`config.mk`:
```
export PLATFORM = sky130hd
export DESIGN_NAME = digit_serial_comparator
export DESIGN_NICKNAME = d
export VERILOG_FILES = /design/src/rtl/digit_serial_comparator.sv
export SDC_FILE = /design/constraint.sdc
export NUM_CORES = 1
export LEC_CHECK = 0
export ABC_AREA = 1
export CORE_MARGIN = 3
export CORE_UTILIZATION = 54
export DETAILED_ROUTE_END_ITERATION = 10
export HOLD_SLACK_MARGIN = 0.05
export PLACE_DENSITY = 0.89
export SYNTH_ARGS = -nofsm -noshare
export SYNTH_HDL_FRONTEND = slang
export SYNTH_SLANG_ARGS = --single-unit
```
`constraint.sdc`:
```
create_clock -name clk -period 14.09 [get_ports clk]
set_clock_uncertainty 0.2 [all_clocks]
set_input_delay 2.818 -clock clk [delete_from_list [all_inputs] [get_ports clk]]
set_output_delay 2.818 -clock clk [all_outputs]
set_load 0.02 [all_outputs]
```
`src/rtl/digit_serial_comparator.sv`:
```
// rtl/digit_serial_comparator.sv - MSB-first digit-serial magnitude comparator
// Resolves a vs b DIGIT bits per clock, stopping at the first differing digit.
module digit_serial_comparator #(
    parameter int WIDTH = 32,
    parameter int DIGIT = 4,
    localparam int NDIG = WIDTH / DIGIT,
    localparam int CW   = $clog2(NDIG + 1)
) (
    input  logic             clk,
    input  logic             rst,
    input  logic             in_valid,
    output logic             in_ready,
    input  logic [WIDTH-1:0] a,
    input  logic [WIDTH-1:0] b,
    input  logic             signed_mode,
    output logic             out_valid,
    input  logic             out_ready,
    output logic             gt,
    output logic             eq,
    output logic             lt,
    output logic [CW-1:0]    cycles
);

    if (DIGIT < 1 || DIGIT > WIDTH || (WIDTH % DIGIT) != 0) begin : g_bad_digit
        $error("DIGIT must be in 1..WIDTH and divide WIDTH evenly");
    end

    typedef enum logic [1:0] {
        S_IDLE,
        S_SCAN,
        S_DONE
    } state_t;

    state_t           r_state;
    logic [WIDTH-1:0] r_a;
    logic [WIDTH-1:0] r_b;
    logic [CW-1:0]    r_cnt;
    logic             r_out_valid;
    logic             r_gt;
    logic             r_eq;
    logic             r_lt;
    logic [CW-1:0]    r_cycles;

    logic [WIDTH-1:0] w_flip;
    logic [DIGIT-1:0] w_da;
    logic [DIGIT-1:0] w_db;

    // Flipping the sign bit maps two's-complement order onto unsigned order.
    assign w_flip   = WIDTH'(signed_mode) << (WIDTH - 1);
    assign w_da     = r_a[WIDTH-1 -: DIGIT];
    assign w_db     = r_b[WIDTH-1 -: DIGIT];
    assign in_ready = (r_state == S_IDLE) && !rst;

    always_ff @(posedge clk) begin
        if (rst) begin
            r_state     <= S_IDLE;
            r_cnt       <= '0;
            r_out_valid <= 1'b0;
            r_gt        <= 1'b0;
            r_eq        <= 1'b0;
            r_lt        <= 1'b0;
            r_cycles    <= '0;
        end else begin
            case (r_state)
                S_IDLE: begin
                    if (in_valid) begin
                        r_a     <= a ^ w_flip;
                        r_b     <= b ^ w_flip;
                        r_cnt   <= '0;
                        r_state <= S_SCAN;
                    end
                end
                S_SCAN: begin
                    if (w_da != w_db) begin
                        r_gt        <= (w_da > w_db);
                        r_lt        <= (w_da < w_db);
                        r_eq        <= 1'b0;
                        r_cycles    <= r_cnt + CW'(1);
                        r_out_valid <= 1'b1;
                        r_state     <= S_DONE;
                    end else if (r_cnt == CW'(NDIG - 1)) begin
                        r_gt        <= 1'b0;
                        r_lt        <= 1'b0;
                        r_eq        <= 1'b1;
                        r_cycles    <= CW'(NDIG);
                        r_out_valid <= 1'b1;
                        r_state     <= S_DONE;
                    end else begin
                        r_a   <= r_a << DIGIT;
                        r_b   <= r_b << DIGIT;
                        r_cnt <= r_cnt + CW'(1);
                    end
                end
                S_DONE: begin
                    if (out_ready) begin
                        r_out_valid <= 1'b0;
                        r_state     <= S_IDLE;
                    end
                end
                default: begin
                    r_state <= S_IDLE;
                end
            endcase
        end
    end

    assign out_valid = r_out_valid;
    assign gt        = r_gt;
    assign eq        = r_eq;
    assign lt        = r_lt;
    assign cycles    = r_cycles;

endmodule

```
==> results of run 1 <==
==> logic make-up (layout without fill, tap and decap cells) <==
family	Yosys count	count (layout)	share of synthesized area
AO/OA/AOI/OAI	13	13	0.01866
XOR/XNOR	2	2	0.005026
adder cells (fa/ha/maj)	5	5	0.01795
buffers and inverters	38	118	0.05420
flip-flops	78	78	0.6317
AND/OR/NAND/NOR	243	243	0.2724
==> report_power, final <==
group / leakage, nW / total, mW / switching [mW] / internal [mW]
Clock: 0.0974 / 0.174 / 0.0760 / 0.0977
Combinational: 1.09 / 0.120 / 0.0729 / 0.0470
Sequential: 0.713 / 0.301 / 0.0109 / 0.290
Total: 1.90 / 0.594 / 0.160 / 0.435
==> sequential cells by signal (all words and copies together), names as in the netlist <==
| signal | flops |
|---|---|
| eq | 1 |
| out_valid | 1 |
| r_state | 2 |
| r_b | 32 |
| cycles | 4 |
| r_cnt | 4 |
| r_a | 32 |
| gt | 1 |
| lt | 1 |
==> layout make-up <==
type	count	share of cell area
sequential	78	0.4916
multi-input combinational	263	0.2466
timing repair buffer	79	0.1754
clock buffer	10	0.02849
tap	75	0.02095
inverter	24	0.02011
clock inverter	5	0.01676
==> final timing paths <==
check / start / endpoint / slack (ns)
setup reg to reg: r_state[1] / r_b[27] / 10.84
setup / recovery: rst / in_ready / 6.72
hold reg to reg: cycles[0] / cycles[0] / 0.26
hold / removal: cycles[0] / cycles[0] / 0.26
==> worst register-to-register path, stage by stage (launching register included) <==
cell and delay (ns):
dfxtp_1 0.38, inv_2 0.09, nand2_2 0.57, nand2_1 0.29, nand2_2 0.14, nor2_4 0.69
buf_4 0.53
==> cells in the mapped netlist <==
cell type,number
inv_1,23
ha_1,5
dfxtp_1,14
a21oi_1,10
o21ai_0,3
nor2_1,26
buf_4,5
nor3_1,1
nand4_1,2
nand3b_1,1
buf_6,3
nor2_4,1
inv_2,1
nand3_1,12
xnor2_1,2
nand2_1,198
buf_2,4
clkbuf_1,2
nand2_2,2
edfxtp_1,64
==> metal layers <==
layer | global-route usage | part of all wire | wire [µm] | vias to the layer above
li1 | - | - | - | 1356
met1 | 0.2206 | 0.40 | 2734 | 1254
met2 | 0.3533 | 0.52 | 3530 | 98
met3 | 0.05703 | 0.070 | 483 | 10
met4 | 0.07932 | 0.015 | 105 | 0
met5 | 0 | 0 | 0 | -
==> per-stage QoR <==
step,setup WS [ns],hold slack [ns],area (µm²),std cells,utilization
after floorplan,7.582,0.2874,3486,379,-
after global placement,6.740,0.2514,4277,519,0.7016
after detailed placement,6.716,0.2531,4277,519,0.7016
after CTS,6.710,0.2646,4479,534,0.7348
after global routing,6.634,0.2772,4479,534,0.7348
final,6.719,0.2618,4479,534,0.7348
==> impl_results.html, run 1 <==
<table>
<tr><th>Metric</th><th>Value</th></tr>
<tr><th colspan="2">Status</th></tr>
<tr><td>Result of the run</td><td>finished clean</td></tr>
<tr><th colspan="2">Die</th></tr>
<tr><td>Area enclosed by the die boundary</td><td>around 7500 µm²</td></tr>
<tr><td>I/O pin total</td><td>78</td></tr>
<tr><td>Chip height</td><td>86.35 µm</td></tr>
<tr><td>Initial core utilization</td><td>0.5718</td></tr>
<tr><td>Width of the chip</td><td>86.35 µm</td></tr>
<tr><td>Core area</td><td>6096 µm²</td></tr>
<tr><td>Row count</td><td>28</td></tr>
<tr><th colspan="2">Clocking</th></tr>
<tr><td>Number of gates given a new drive strength after cts</td><td>0</td></tr>
<tr><td>TritonCTS clock tree</td><td>done</td></tr>
<tr><td>Latest clock arrival within the worst-skew pair</td><td>0.34 ns</td></tr>
<tr><td>Post-CTS setup buffers</td><td>0</td></tr>
<tr><td>TritonCTS Sinks</td><td>78</td></tr>
<tr><td>Cell at the root of the clock tree</td><td>clkbuf_8</td></tr>
<tr><td>Max clock buf depth</td><td>2</td></tr>
<tr><td>Number of buffers created by CTS</td><td>9</td></tr>
<tr><td>Hold_buf cts</td><td>0</td></tr>
<tr><td># H-tree levels</td><td>3</td></tr>
<tr><td>Clock slew at the register clock pins of the worst setup and hold paths</td><td>0.08 ns</td></tr>
<tr><th colspan="2">Setup path</th></tr>
<tr><td>WP data required</td><td>11.07 ns</td></tr>
<tr><td>Worst Reg-to-Reg Cells</td><td>6</td></tr>
<tr><td>Worst setup path class</td><td>in -&gt; out</td></tr>
<tr><td>Top cell family by delay on the critical path</td><td>buffers and inverters</td></tr>
<tr><td>Most frequent cell on the critical path</td><td>clkdlybuf4s50_1</td></tr>
<tr><td>Critical Path Start Type</td><td>primary input</td></tr>
<tr><td>Signal arrival time at the worst endpoint</td><td>~4.4 ns</td></tr>
<tr><td>Worst Path Max Fanout</td><td>13</td></tr>
<tr><td>Slowest cell on the critical path</td><td>clkdlybuf4s50_1</td></tr>
<tr><td>Number of gates on the worst path with buffers counted</td><td>3</td></tr>
<tr><td>Worst stage delay on the critical path</td><td>0.66 ns</td></tr>
<tr><td>Critical path buffers and inverters</td><td>2</td></tr>
<tr><td>Ordered list of cells on the worst path</td><td>clkdlybuf4s50_1, nor3_1, clkdlybuf4s50_1</td></tr>
<tr><td>Crit. End Element</td><td>primary output</td></tr>
<tr><th colspan="2">Drt</th></tr>
<tr><td>Router iterations before antenna repair</td><td>4</td></tr>
<tr><td>Via/cell ratio</td><td>between 5 and 6</td></tr>
<tr><td>Detailed-route wire length</td><td>6854 µm</td></tr>
<tr><td>Number of DRC markers after the initial detailed-route iteration</td><td>approximately 150</td></tr>
<tr><td>Total number of vias</td><td>roughly 2.7k</td></tr>
<tr><td>Number of nets with antenna violations after routing</td><td>0</td></tr>
<tr><td>Count of unresolved DRC violations after routing</td><td>0</td></tr>
<tr><td>WL/cell</td><td>12.84 µm</td></tr>
<tr><th colspan="2">Yosys</th></tr>
<tr><td>Combined area of all synthesized cells</td><td>3486 µm²</td></tr>
<tr><td>Number of nets produced by synthesis</td><td>453</td></tr>
<tr><td>Share of the synthesized area in the top cell type</td><td>0.5513</td></tr>
<tr><td>Register bit total from synthesis</td><td>a little under 80</td></tr>
<tr><td>Largest area contributor in the synthesized netlist</td><td>edfxtp_1</td></tr>
<tr><td>Count of different cell masters after synthesis</td><td>20</td></tr>
<tr><td>Post-synthesis instance total</td><td>379</td></tr>
<tr><td>Warning count from the yosys run</td><td>0</td></tr>
<tr><td>Ranking of synthesized cells by area</td><td>edfxtp_1 (55%), nand2_1 (21%), dfxtp_1 (8.0%)</td></tr>
<tr><td>Average size of a mapped cell</td><td>9.197 µm²</td></tr>
<tr><td>Share of synthesized area occupied by flip-flops and latches</td><td>0.6317</td></tr>
<tr><th colspan="2">Placed design</th></tr>
<tr><td>Number of port buffers</td><td>77</td></tr>
<tr><td>Detailed placer's ending HPWL</td><td>4544 µm</td></tr>
<tr><td>Placer's final routability congestion estimate</td><td>between 0.7 and 0.8</td></tr>
<tr><th colspan="2">Final layout</th></tr>
<tr><td>Most used cells in the layout excluding fill and tap cells</td><td>nand2_1 (197), clkdlybuf4s50_1 (77), edfxtp_1 (64)</td></tr>
<tr><td>Diode count</td><td>0</td></tr>
<tr><td>Fraction of layout cells with a size suffix above 1</td><td>0.04357</td></tr>
<tr><td>Total of fill cells in the finished design</td><td>448</td></tr>
<tr><td>Syn-to-layout area delta</td><td>28.50%</td></tr>
<tr><td>Layout net count</td><td>529</td></tr>
<tr><td>Area taken by multi-input logic gates</td><td>1105 µm²</td></tr>
<tr><td>Area occupied by registers</td><td>2202 µm²</td></tr>
<tr><td>Commonest non-fill, non-tap cell in the layout</td><td>nand2_1</td></tr>
<tr><th colspan="2">GRT</th></tr>
<tr><td>Number of antenna violations at the first check in global routing</td><td>0</td></tr>
<tr><td>Total routing resource utilization after global routing</td><td>0.1977</td></tr>
<tr><td>Wire length of the first global-routing pass</td><td>11610 µm</td></tr>
<tr><td>Number of global-route vias before repair</td><td>between 2k and 3k</td></tr>
<tr><td>Pin count of the biggest net entering global routing</td><td>73</td></tr>
<tr><td>Total overflow reported by the global router</td><td>0</td></tr>
<tr><th colspan="2">Timing</th></tr>
<tr><td>Max Clock Freq</td><td>135.7 MHz</td></tr>
<tr><td>Final critical path time including I/O delays and setup</td><td>7.371 ns</td></tr>
<tr><td>Final Hold Viols</td><td>0</td></tr>
<tr><td>RSZ-0062 raised after global routing</td><td>no</td></tr>
<tr><td>Setup total negative slack</td><td>0 ns</td></tr>
<tr><td>Total of endpoints with negative setup slack in the final report</td><td>0</td></tr>
<tr><td>Worst slew margin relative to its limit</td><td>0.3074</td></tr>
<tr><td>Fraction of the cycle the final worst path needs</td><td>0.5231</td></tr>
<tr><td>Slew of the pin with the lowest slew margin</td><td>1.035 ns</td></tr>
<tr><td>Final Max Slew Viols</td><td>0</td></tr>
<tr><th colspan="2">Pwr</th></tr>
<tr><td>Final Total Pwr</td><td>0.5944 mW</td></tr>
<tr><td>Lkg Pwr</td><td>1.902 nW</td></tr>
<tr><td>Worst-case vdd ir drop</td><td>0.0001067 V</td></tr>
<tr><td>Power density cells</td><td>132.7 nW/µm²</td></tr>
<tr><th colspan="2">Flow run</th></tr>
<tr><td>Max-cap violations</td><td>0</td></tr>
<tr><th colspan="2">Min path</th></tr>
<tr><td>Cell count of the worst hold path</td><td>2</td></tr>
<tr><td>Worst Hold Class</td><td>reg -&gt; reg</td></tr>
</table>
No activity file was read; power rests on OpenSTA's default activity.
==> inputs of run 2 (changes only) <==
- CORE_UTILIZATION: 54 -> 45
- PLACE_DENSITY: 0.89 -> 0.79
- clock period: 14.09 -> 6 ns (I/O delays scaled with it)
==> run 2 against run 1 <==
Net effect:
- register-to-register slack lost 7.8 ns
- clock power grew to 2.9 times the previous value
- cell area grew 2.2%
- power grew to 2.5 times the previous value
- largest power group unchanged
- non-clock buffer count grew 1
- via count shrank 2.7%
- routed wire length shrank 2.5%
- largest cell class unchanged
- global-route usage shrank 3.8 points
- sequential power grew 130%
- first-iteration DRC count shrank 26%
- die area grew 19%
- hold slack gained 0.0088 ns
==> impl_results.html, run 2 (synthesis results as in run 1) <==
<table>
<tr><th>Metric</th><th>Value</th></tr>
<tr><th colspan="2">Status</th></tr>
<tr><td>Result of the run</td><td>finished clean</td></tr>
<tr><th colspan="2">Pwr</th></tr>
<tr><td>Lkg Pwr</td><td>1.940 nW (+2.0%)</td></tr>
<tr><td>Power density cells</td><td>325.1 nW/µm² (+150%)</td></tr>
<tr><td>Worst-case vdd ir drop</td><td>0.0001468 V (+38%)</td></tr>
<tr><th colspan="2">Setup path</th></tr>
<tr><td>Endpoint of the worst-slack reg-to-reg timing path</td><td>r_a[19]</td></tr>
<tr><td>Worst stage delay on the critical path</td><td>0.66 ns (about the same)</td></tr>
<tr><td>Most frequent cell on the critical path</td><td>clkdlybuf4s50_1</td></tr>
<tr><td>Worst reg2reg setup slack</td><td>3.00 ns (-7.84 ns)</td></tr>
<tr><td>Worst Reg-to-Reg Cells</td><td>6 (unchanged)</td></tr>
<tr><td>Worst Path Max Fanout</td><td>13 (unchanged)</td></tr>
<tr><td>Worst flop-to-flop path startpoint</td><td>r_state[1]</td></tr>
<tr><td>Crit. End Element</td><td>primary output</td></tr>
<tr><td>Worst setup path class</td><td>in -&gt; out</td></tr>
<tr><td>WP data required</td><td>4.60 ns (-6.47 ns)</td></tr>
<tr><td>Slowest cell on the critical path</td><td>clkdlybuf4s50_1</td></tr>
<tr><td>Critical Path Start Type</td><td>primary input</td></tr>
<tr><td>Signal arrival time at the worst endpoint</td><td>2.75 ns (-1.60 ns)</td></tr>
<tr><td>Ordered list of cells on the worst path</td><td>clkdlybuf4s50_1, nor3_1, clkdlybuf4s50_1</td></tr>
<tr><th colspan="2">Clocking</th></tr>
<tr><td>Post-CTS setup buffers</td><td>0 (unchanged)</td></tr>
<tr><td>TritonCTS clock tree</td><td>done</td></tr>
<tr><td>Latest clock arrival within the worst-skew pair</td><td>0.34 ns (about the same)</td></tr>
<tr><td>Clock slew at the register clock pins of the worst setup and hold paths</td><td>0.07 ns (about the same)</td></tr>
<tr><td>Number of buffers created by CTS</td><td>9 (unchanged)</td></tr>
<tr><td>TritonCTS Sinks</td><td>78 (unchanged)</td></tr>
<tr><td>Number of gates given a new drive strength after cts</td><td>0 (unchanged)</td></tr>
<tr><td># H-tree levels</td><td>3 (unchanged)</td></tr>
<tr><td>Cell at the root of the clock tree</td><td>clkbuf_8</td></tr>
<tr><td>Hold_buf cts</td><td>0 (unchanged)</td></tr>
<tr><td>Max clock buf depth</td><td>2 (unchanged)</td></tr>
<tr><th colspan="2">Drt</th></tr>
<tr><td>Amount of wire on met2 after detailed routing</td><td>3375 µm (-4.4%)</td></tr>
<tr><td>WL/cell</td><td>11.93 µm (-7.0%)</td></tr>
<tr><td>M1 wire length</td><td>2847 µm (+4.1%)</td></tr>
<tr><td>Number of nets with antenna violations after routing</td><td>0 (unchanged)</td></tr>
<tr><td>Count of unresolved DRC violations after routing</td><td>0 (unchanged)</td></tr>
<tr><td>Router iterations before antenna repair</td><td>5 (+1)</td></tr>
<tr><td>Via/cell ratio</td><td>4.721 (-7.2%)</td></tr>
<tr><td>Detailed-route wire length</td><td>6683 µm (-2.5%)</td></tr>
<tr><td>Uppermost layer routed</td><td>met4</td></tr>
<tr><td>Met3 WL post-DR</td><td>418 µm (-13%)</td></tr>
<tr><td>Total number of vias</td><td>2644 (-2.7%)</td></tr>
<tr><td>Number of DRC markers after the initial detailed-route iteration</td><td>113 (-26%)</td></tr>
<tr><th colspan="2">Timing</th></tr>
<tr><td>Final Hold Viols</td><td>0 (unchanged)</td></tr>
<tr><td>Setup total negative slack</td><td>0 ns (unchanged)</td></tr>
<tr><td>Slew of the pin with the lowest slew margin</td><td>1.030 ns (-0.004939 ns)</td></tr>
<tr><td>Final Max Slew Viols</td><td>0 (unchanged)</td></tr>
<tr><td>RSZ-0062 raised after global routing</td><td>no</td></tr>
<tr><td>Worst hold slack</td><td>0.2706 ns (+0.008763 ns)</td></tr>
<tr><td>Total of endpoints with negative setup slack in the final report</td><td>0 (unchanged)</td></tr>
<tr><td>Max Clock Freq</td><td>240.8 MHz</td></tr>
<tr><td>Final critical path time including I/O delays and setup</td><td>~4.2 ns</td></tr>
<tr><td>Fraction of the cycle the final worst path needs</td><td>0.6921</td></tr>
<tr><td>Worst slew margin relative to its limit</td><td>0.3107 (+0.003304)</td></tr>
<tr><th colspan="2">Placed design</th></tr>
<tr><td>Placer's final routability congestion estimate</td><td>0.7828 (+0.54%)</td></tr>
<tr><td>Number of port buffers</td><td>77 (unchanged)</td></tr>
<tr><td>Detailed placer's ending HPWL</td><td>4501 µm (-0.94%)</td></tr>
<tr><th colspan="2">GRT</th></tr>
<tr><td>Total overflow reported by the global router</td><td>0 (unchanged)</td></tr>
<tr><td>Total routing resource utilization after global routing</td><td>0.1600 (-0.03772)</td></tr>
<tr><td>Number of global-route vias before repair</td><td>2624 (-5.1%)</td></tr>
<tr><td>Number of antenna violations at the first check in global routing</td><td>0 (unchanged)</td></tr>
<tr><td>Pin count of the biggest net entering global routing</td><td>73 (unchanged)</td></tr>
<tr><td>Wire length of the first global-routing pass</td><td>11020 µm (-5.1%)</td></tr>
<tr><th colspan="2">Final layout</th></tr>
<tr><td>Area taken by multi-input logic gates</td><td>1105 µm² (unchanged)</td></tr>
<tr><td>Most used cells in the layout excluding fill and tap cells</td><td>nand2_1 (197), clkdlybuf4s50_1 (77), edfxtp_1 (64)</td></tr>
<tr><td>Commonest non-fill, non-tap cell in the layout</td><td>nand2_1</td></tr>
<tr><td>Syn-to-layout area delta</td><td>31.26%</td></tr>
<tr><td>Utilization after layout</td><td>0.6209 (-0.1139)</td></tr>
<tr><td>Fraction of layout cells with a size suffix above 1</td><td>0.05206 (+0.008488)</td></tr>
<tr><td>Registers with the most flip-flops</td><td>r_a (32), r_b (32)</td></tr>
<tr><td>Total of fill cells in the finished design</td><td>628 (+40%)</td></tr>
<tr><td>Diode count</td><td>0 (unchanged)</td></tr>
<tr><td>Layout net count</td><td>530 (+0.19%)</td></tr>
<tr><td>Area occupied by registers</td><td>2202 µm² (unchanged)</td></tr>
<tr><th colspan="2">Die</th></tr>
<tr><td>Area enclosed by the die boundary</td><td>8839 µm² (+19%)</td></tr>
<tr><td>Row count</td><td>31 (+11%)</td></tr>
<tr><td>Initial core utilization</td><td>0.4730 (-0.09883)</td></tr>
<tr><td>Chip height</td><td>94.02 µm (+8.9%)</td></tr>
<tr><td>Core area</td><td>7370 µm² (+21%)</td></tr>
<tr><td>I/O pin total</td><td>78 (unchanged)</td></tr>
<tr><td>Width of the chip</td><td>94.02 µm (+8.9%)</td></tr>
<tr><th colspan="2">Min path</th></tr>
<tr><td>Critical hold path startpoint</td><td>cycles[0]</td></tr>
<tr><td>Cell count of the worst hold path</td><td>2 (unchanged)</td></tr>
<tr><td>Endpoint with the worst hold slack</td><td>cycles[0]</td></tr>
<tr><td>Worst Hold Class</td><td>reg -&gt; reg</td></tr>
<tr><th colspan="2">Flow run</th></tr>
<tr><td>Max-cap violations</td><td>0 (unchanged)</td></tr>
</table>
## run 2: cell types whose count changed in the layout (fill, tap and decap cells not counted), sizes merged
cell,delta
clkinvlp,-1
bufinv,+2
buf,+1
## run 2: report_power, final
part / internal (mW) / switching (mW) / total, mW
clock: 0.319 / 0.187 / 0.505
combinational: 0.112 / 0.165 / 0.277
sequential: 0.680 / 0.0258 / 0.706
total: 1.11 / 0.377 / 1.49
## run 2: how the worst max path moves through the flow
stage / startpoint / depth (start not counted) / end / slack (ns)
final: rst / 3 / in_ready / 1.85
after global routing: rst / 3 / in_ready / 1.78
after CTS: rst / 3 / in_ready / 1.83
after detailed placement: rst / 3 / in_ready / 1.83
after global placement: rst / 3 / in_ready / 1.88
after floorplan: in_valid / 4 / r_a[0] / 1.11
## run 2: critical path: cells and delay by family
family / cells / cell delay (ns)
buffers and inverters: 2 / 1.30
and+or+nand+nor: 1 / 0.26
## run 2: metal layers
| metal | global-route usage | up-vias |
|---|---|---|
| li1 | - | 1363 |
| met1 | 0.1948 | 1189 |
| met2 | 0.2714 | 87 |
| met3 | 0.03365 | 5 |
| met4 | 0.07341 | 0 |
| met5 | 0 | - |
## run 2: area by class of cell
class / instances / share of cell area
inverters: 24 / 0.01969
clock buffers: 10 / 0.02789
flip-flops and latches: 78 / 0.4813
repair buffers: 80 / 0.1734
well taps: 99 / 0.02707
clock inverters: 6 / 0.02926
multi-input cells: 263 / 0.2415
## run 2: per-stage QoR
step / setup WS, ns / std cells / instance area, µm² / total power, mW
after floorplan: 1.110 / 379 / 3486 / 0.9036
after global placement: 1.883 / 544 / 4314 / 0.9847
after detailed placement: 1.830 / 544 / 4314 / 0.9980
after CTS: 1.828 / 560 / 4576 / 1.503
after global routing: 1.783 / 560 / 4576 / 1.564
final: 1.847 / 560 / 4576 / 1.488
==> inputs of run 3 (changes only) <==
- CORE_UTILIZATION: 45 -> 50
- PLACE_DENSITY: 0.79 -> 0.83
- clock period: 6 -> 3.95 ns (I/O delays scaled with it)
==> run 3 against run 2 <==
Net effect:
- final cell count decreased by 0.89%
- clock power increased by 24%
- power increased by 43%
- sequential share of layout area increased by 0.47 points
- die area decreased by 9.4%
- count of clock-buffer cells in the layout increased by 1
- global-route usage increased by 2.0 points
- sequential power increased by 52%
- sequential cell count unchanged
==> impl_results.html, run 3 (synthesis results as in run 1) <==
<table>
<tr><th>Metric</th><th>Value</th></tr>
<tr><th colspan="2">Timing</th></tr>
<tr><td>Max Clock Freq</td><td>337.8 MHz</td></tr>
<tr><td>Setup total negative slack</td><td>0 ns (unchanged)</td></tr>
<tr><td>Final Hold Viols</td><td>0 (unchanged)</td></tr>
<tr><td>Worst setup slack after layout</td><td>0.9895 ns (-0.8580 ns)</td></tr>
<tr><td>RSZ-0062 raised after global routing</td><td>no</td></tr>
<tr><td>Slew of the pin with the lowest slew margin</td><td>0.6851 ns (-0.3452 ns)</td></tr>
<tr><td>Fraction of the cycle the final worst path needs</td><td>0.7495</td></tr>
<tr><td>Total of endpoints with negative setup slack in the final report</td><td>0 (unchanged)</td></tr>
<tr><td>Worst hold slack</td><td>0.2679 ns (-0.002625 ns)</td></tr>
<tr><td>Final critical path time including I/O delays and setup</td><td>2.961 ns</td></tr>
<tr><td>Worst slew margin relative to its limit</td><td>0.5433 (+0.2326)</td></tr>
<tr><td>Final Max Slew Viols</td><td>0 (unchanged)</td></tr>
<tr><th colspan="2">GRT</th></tr>
<tr><td>Number of antenna violations at the first check in global routing</td><td>0 (unchanged)</td></tr>
<tr><td>Wire length of the first global-routing pass</td><td>10810 µm (-1.9%)</td></tr>
<tr><td>Total overflow reported by the global router</td><td>0 (unchanged)</td></tr>
<tr><td>Pin count of the biggest net entering global routing</td><td>72 (-1.4%)</td></tr>
<tr><td>Total routing resource utilization after global routing</td><td>0.1799 (+0.01994)</td></tr>
<tr><td>Number of global-route vias before repair</td><td>2596 (-1.1%)</td></tr>
<tr><th colspan="2">Final layout</th></tr>
<tr><td>Commonest non-fill, non-tap cell in the layout</td><td>nand2_1</td></tr>
<tr><td>Utilization after layout</td><td>0.6900 (+0.06915)</td></tr>
<tr><td>Fraction of layout cells with a size suffix above 1</td><td>0.04978 (-0.002277)</td></tr>
<tr><td>Syn-to-layout area delta</td><td>30.01%</td></tr>
<tr><td>Most used cells in the layout excluding fill and tap cells</td><td>nand2_1 (197), clkdlybuf4s50_1 (77), edfxtp_1 (64)</td></tr>
<tr><td>Diode count</td><td>0 (unchanged)</td></tr>
<tr><td>Registers with the most flip-flops</td><td>r_a (32), r_b (32)</td></tr>
<tr><td>Final non-filler cell area</td><td>4532 µm² (-0.96%)</td></tr>
<tr><td>Layout net count</td><td>531 (+0.19%)</td></tr>
<tr><th colspan="2">Clocking</th></tr>
<tr><td># H-tree levels</td><td>3 (unchanged)</td></tr>
<tr><td>Latest clock arrival within the worst-skew pair</td><td>0.34 ns (about the same)</td></tr>
<tr><td>Max clock buf depth</td><td>2 (unchanged)</td></tr>
<tr><td>Post-CTS setup buffers</td><td>0 (unchanged)</td></tr>
<tr><td>Cell at the root of the clock tree</td><td>clkbuf_8</td></tr>
<tr><td>TritonCTS clock tree</td><td>done</td></tr>
<tr><td>TritonCTS Sinks</td><td>78 (unchanged)</td></tr>
<tr><td>Number of gates given a new drive strength after cts</td><td>0 (unchanged)</td></tr>
<tr><td>Number of buffers created by CTS</td><td>9 (unchanged)</td></tr>
<tr><td>Hold_buf cts</td><td>0 (unchanged)</td></tr>
<tr><td>Clock slew at the register clock pins of the worst setup and hold paths</td><td>0.07 ns (about the same)</td></tr>
<tr><th colspan="2">Die</th></tr>
<tr><td>Width of the chip</td><td>89.50 µm (-4.8%)</td></tr>
<tr><td>Core area</td><td>6568 µm² (-11%)</td></tr>
<tr><td>I/O pin total</td><td>78 (unchanged)</td></tr>
<tr><td>Row count</td><td>29 (-6.5%)</td></tr>
<tr><td>Area enclosed by the die boundary</td><td>8009 µm² (-9.4%)</td></tr>
<tr><td>Initial core utilization</td><td>0.5308 (+0.05776)</td></tr>
<tr><td>Chip height</td><td>89.50 µm (-4.8%)</td></tr>
<tr><th colspan="2">Placed design</th></tr>
<tr><td>Cell area reported after detailed placement</td><td>4327 µm² (+0.29%)</td></tr>
<tr><td>Placement Setup Slack</td><td>0.9886 ns (-0.8419 ns)</td></tr>
<tr><td>Number of port buffers</td><td>77 (unchanged)</td></tr>
<tr><td>Placer's final routability congestion estimate</td><td>0.7608 (-2.8%)</td></tr>
<tr><td>Detailed placer's ending HPWL</td><td>4421 µm (-1.8%)</td></tr>
<tr><th colspan="2">Pwr</th></tr>
<tr><td>Power density cells</td><td>469.7 nW/µm² (+44%)</td></tr>
<tr><td>Clock network fraction of design power</td><td>0.295 (-0.045)</td></tr>
<tr><td>Net Sw Power</td><td>0.5701 mW (+51%)</td></tr>
<tr><td>Fraction of power spent switching nets</td><td>0.2678 (+0.01417)</td></tr>
<tr><td>Sequential group share of total power</td><td>0.504 (+0.029)</td></tr>
<tr><td>Worst-case vdd ir drop</td><td>0.0002016 V (+37%)</td></tr>
<tr><td>Lkg Pwr</td><td>1.922 nW (-0.94%)</td></tr>
<tr><td>Combinational Power Share</td><td>0.201 (+0.015)</td></tr>
<tr><td>Internal Dissipation</td><td>1.559 mW (+40%)</td></tr>
<tr><th colspan="2">Drt</th></tr>
<tr><td>Total number of vias</td><td>2654 (+0.38%)</td></tr>
<tr><td>Number of DRC markers after the initial detailed-route iteration</td><td>172 (+52%)</td></tr>
<tr><td>Number of nets with antenna violations after routing</td><td>0 (unchanged)</td></tr>
<tr><td>WL/cell</td><td>12.15 µm (+1.8%)</td></tr>
<tr><td>Router iterations before antenna repair</td><td>5 (unchanged)</td></tr>
<tr><td>Count of unresolved DRC violations after routing</td><td>0 (unchanged)</td></tr>
<tr><td>Detailed-route wire length</td><td>6743 µm (+0.90%)</td></tr>
<tr><td>Via/cell ratio</td><td>4.782 (+1.3%)</td></tr>
<tr><th colspan="2">Flow run</th></tr>
<tr><td>Max-cap violations</td><td>0 (unchanged)</td></tr>
<tr><th colspan="2">Setup path</th></tr>
<tr><td>Crit. End Element</td><td>primary output</td></tr>
<tr><td>Worst Path Max Fanout</td><td>2 (-11)</td></tr>
<tr><td>Critical Path Start Type</td><td>primary input</td></tr>
<tr><td>Worst setup path class</td><td>in -&gt; out</td></tr>
<tr><td>WP data required</td><td>2.96 ns (-1.64 ns)</td></tr>
<tr><td>Signal arrival time at the worst endpoint</td><td>1.97 ns (-0.78 ns)</td></tr>
<tr><th colspan="2">Min path</th></tr>
<tr><td>Worst Hold Class</td><td>reg -&gt; reg</td></tr>
<tr><th colspan="2">Status</th></tr>
<tr><td>Result of the run</td><td>finished clean</td></tr>
</table>
run 3: final timing paths:
path	start	to	slack, ns	cells past startpoint
min	lt	lt	0.27	2
max	rst	in_ready	0.99	3
min reg2reg	lt	lt	0.27	2
max reg2reg	r_a[31]	r_b[30]	1.51	8
run 3: layer usage:
layer  vias up  GRT usage  routed length, µm
met1      1195     0.2057               2804
met2        86     0.3155               3416
li1       1365          -                  -
met3         8    0.04793                436
met5         -          0                  0
met4         0    0.07984                 85
run 3: worst max-delay path, stage by stage:
cell and delay [ns]:
clkdlybuf4s50_1 0.42, nor3_1 0.13, clkdlybuf4s50_1 0.62
run 3: stage by stage:
step           power [mW]  instances
3_5_place_dp        1.522        539
6_report            2.129        555
2_1_floorplan       1.370        379
4_1_cts             2.145        555
3_3_place_gp        1.500        539
5_1_grt             2.244        555
run 3: power groups by stage:
| stage | Sequential, mW | Combinational (mW) | Clock, mW |
|---|---|---|---|
| 2_1_floorplan | 1.09 | 0.275 | 0 |
| 3_3_place_gp | 1.08 | 0.416 | 0 |
| 3_5_place_dp | 1.09 | 0.431 | 0 |
| 4_1_cts | 1.07 | 0.435 | 0.638 |
| 5_1_grt | 1.08 | 0.492 | 0.669 |
| 6_report | 1.07 | 0.429 | 0.628 |
run 3: cell type report:
class                      instances  area, µm²
multi-input combinational        263       1105
clock inverter                     5      73.82
timing repair buffer              81      813.3
clock buffer                      11      131.4
inverter                          24      90.09
fill                             525       2036
sequential                        78       2202
tap                               93      116.4
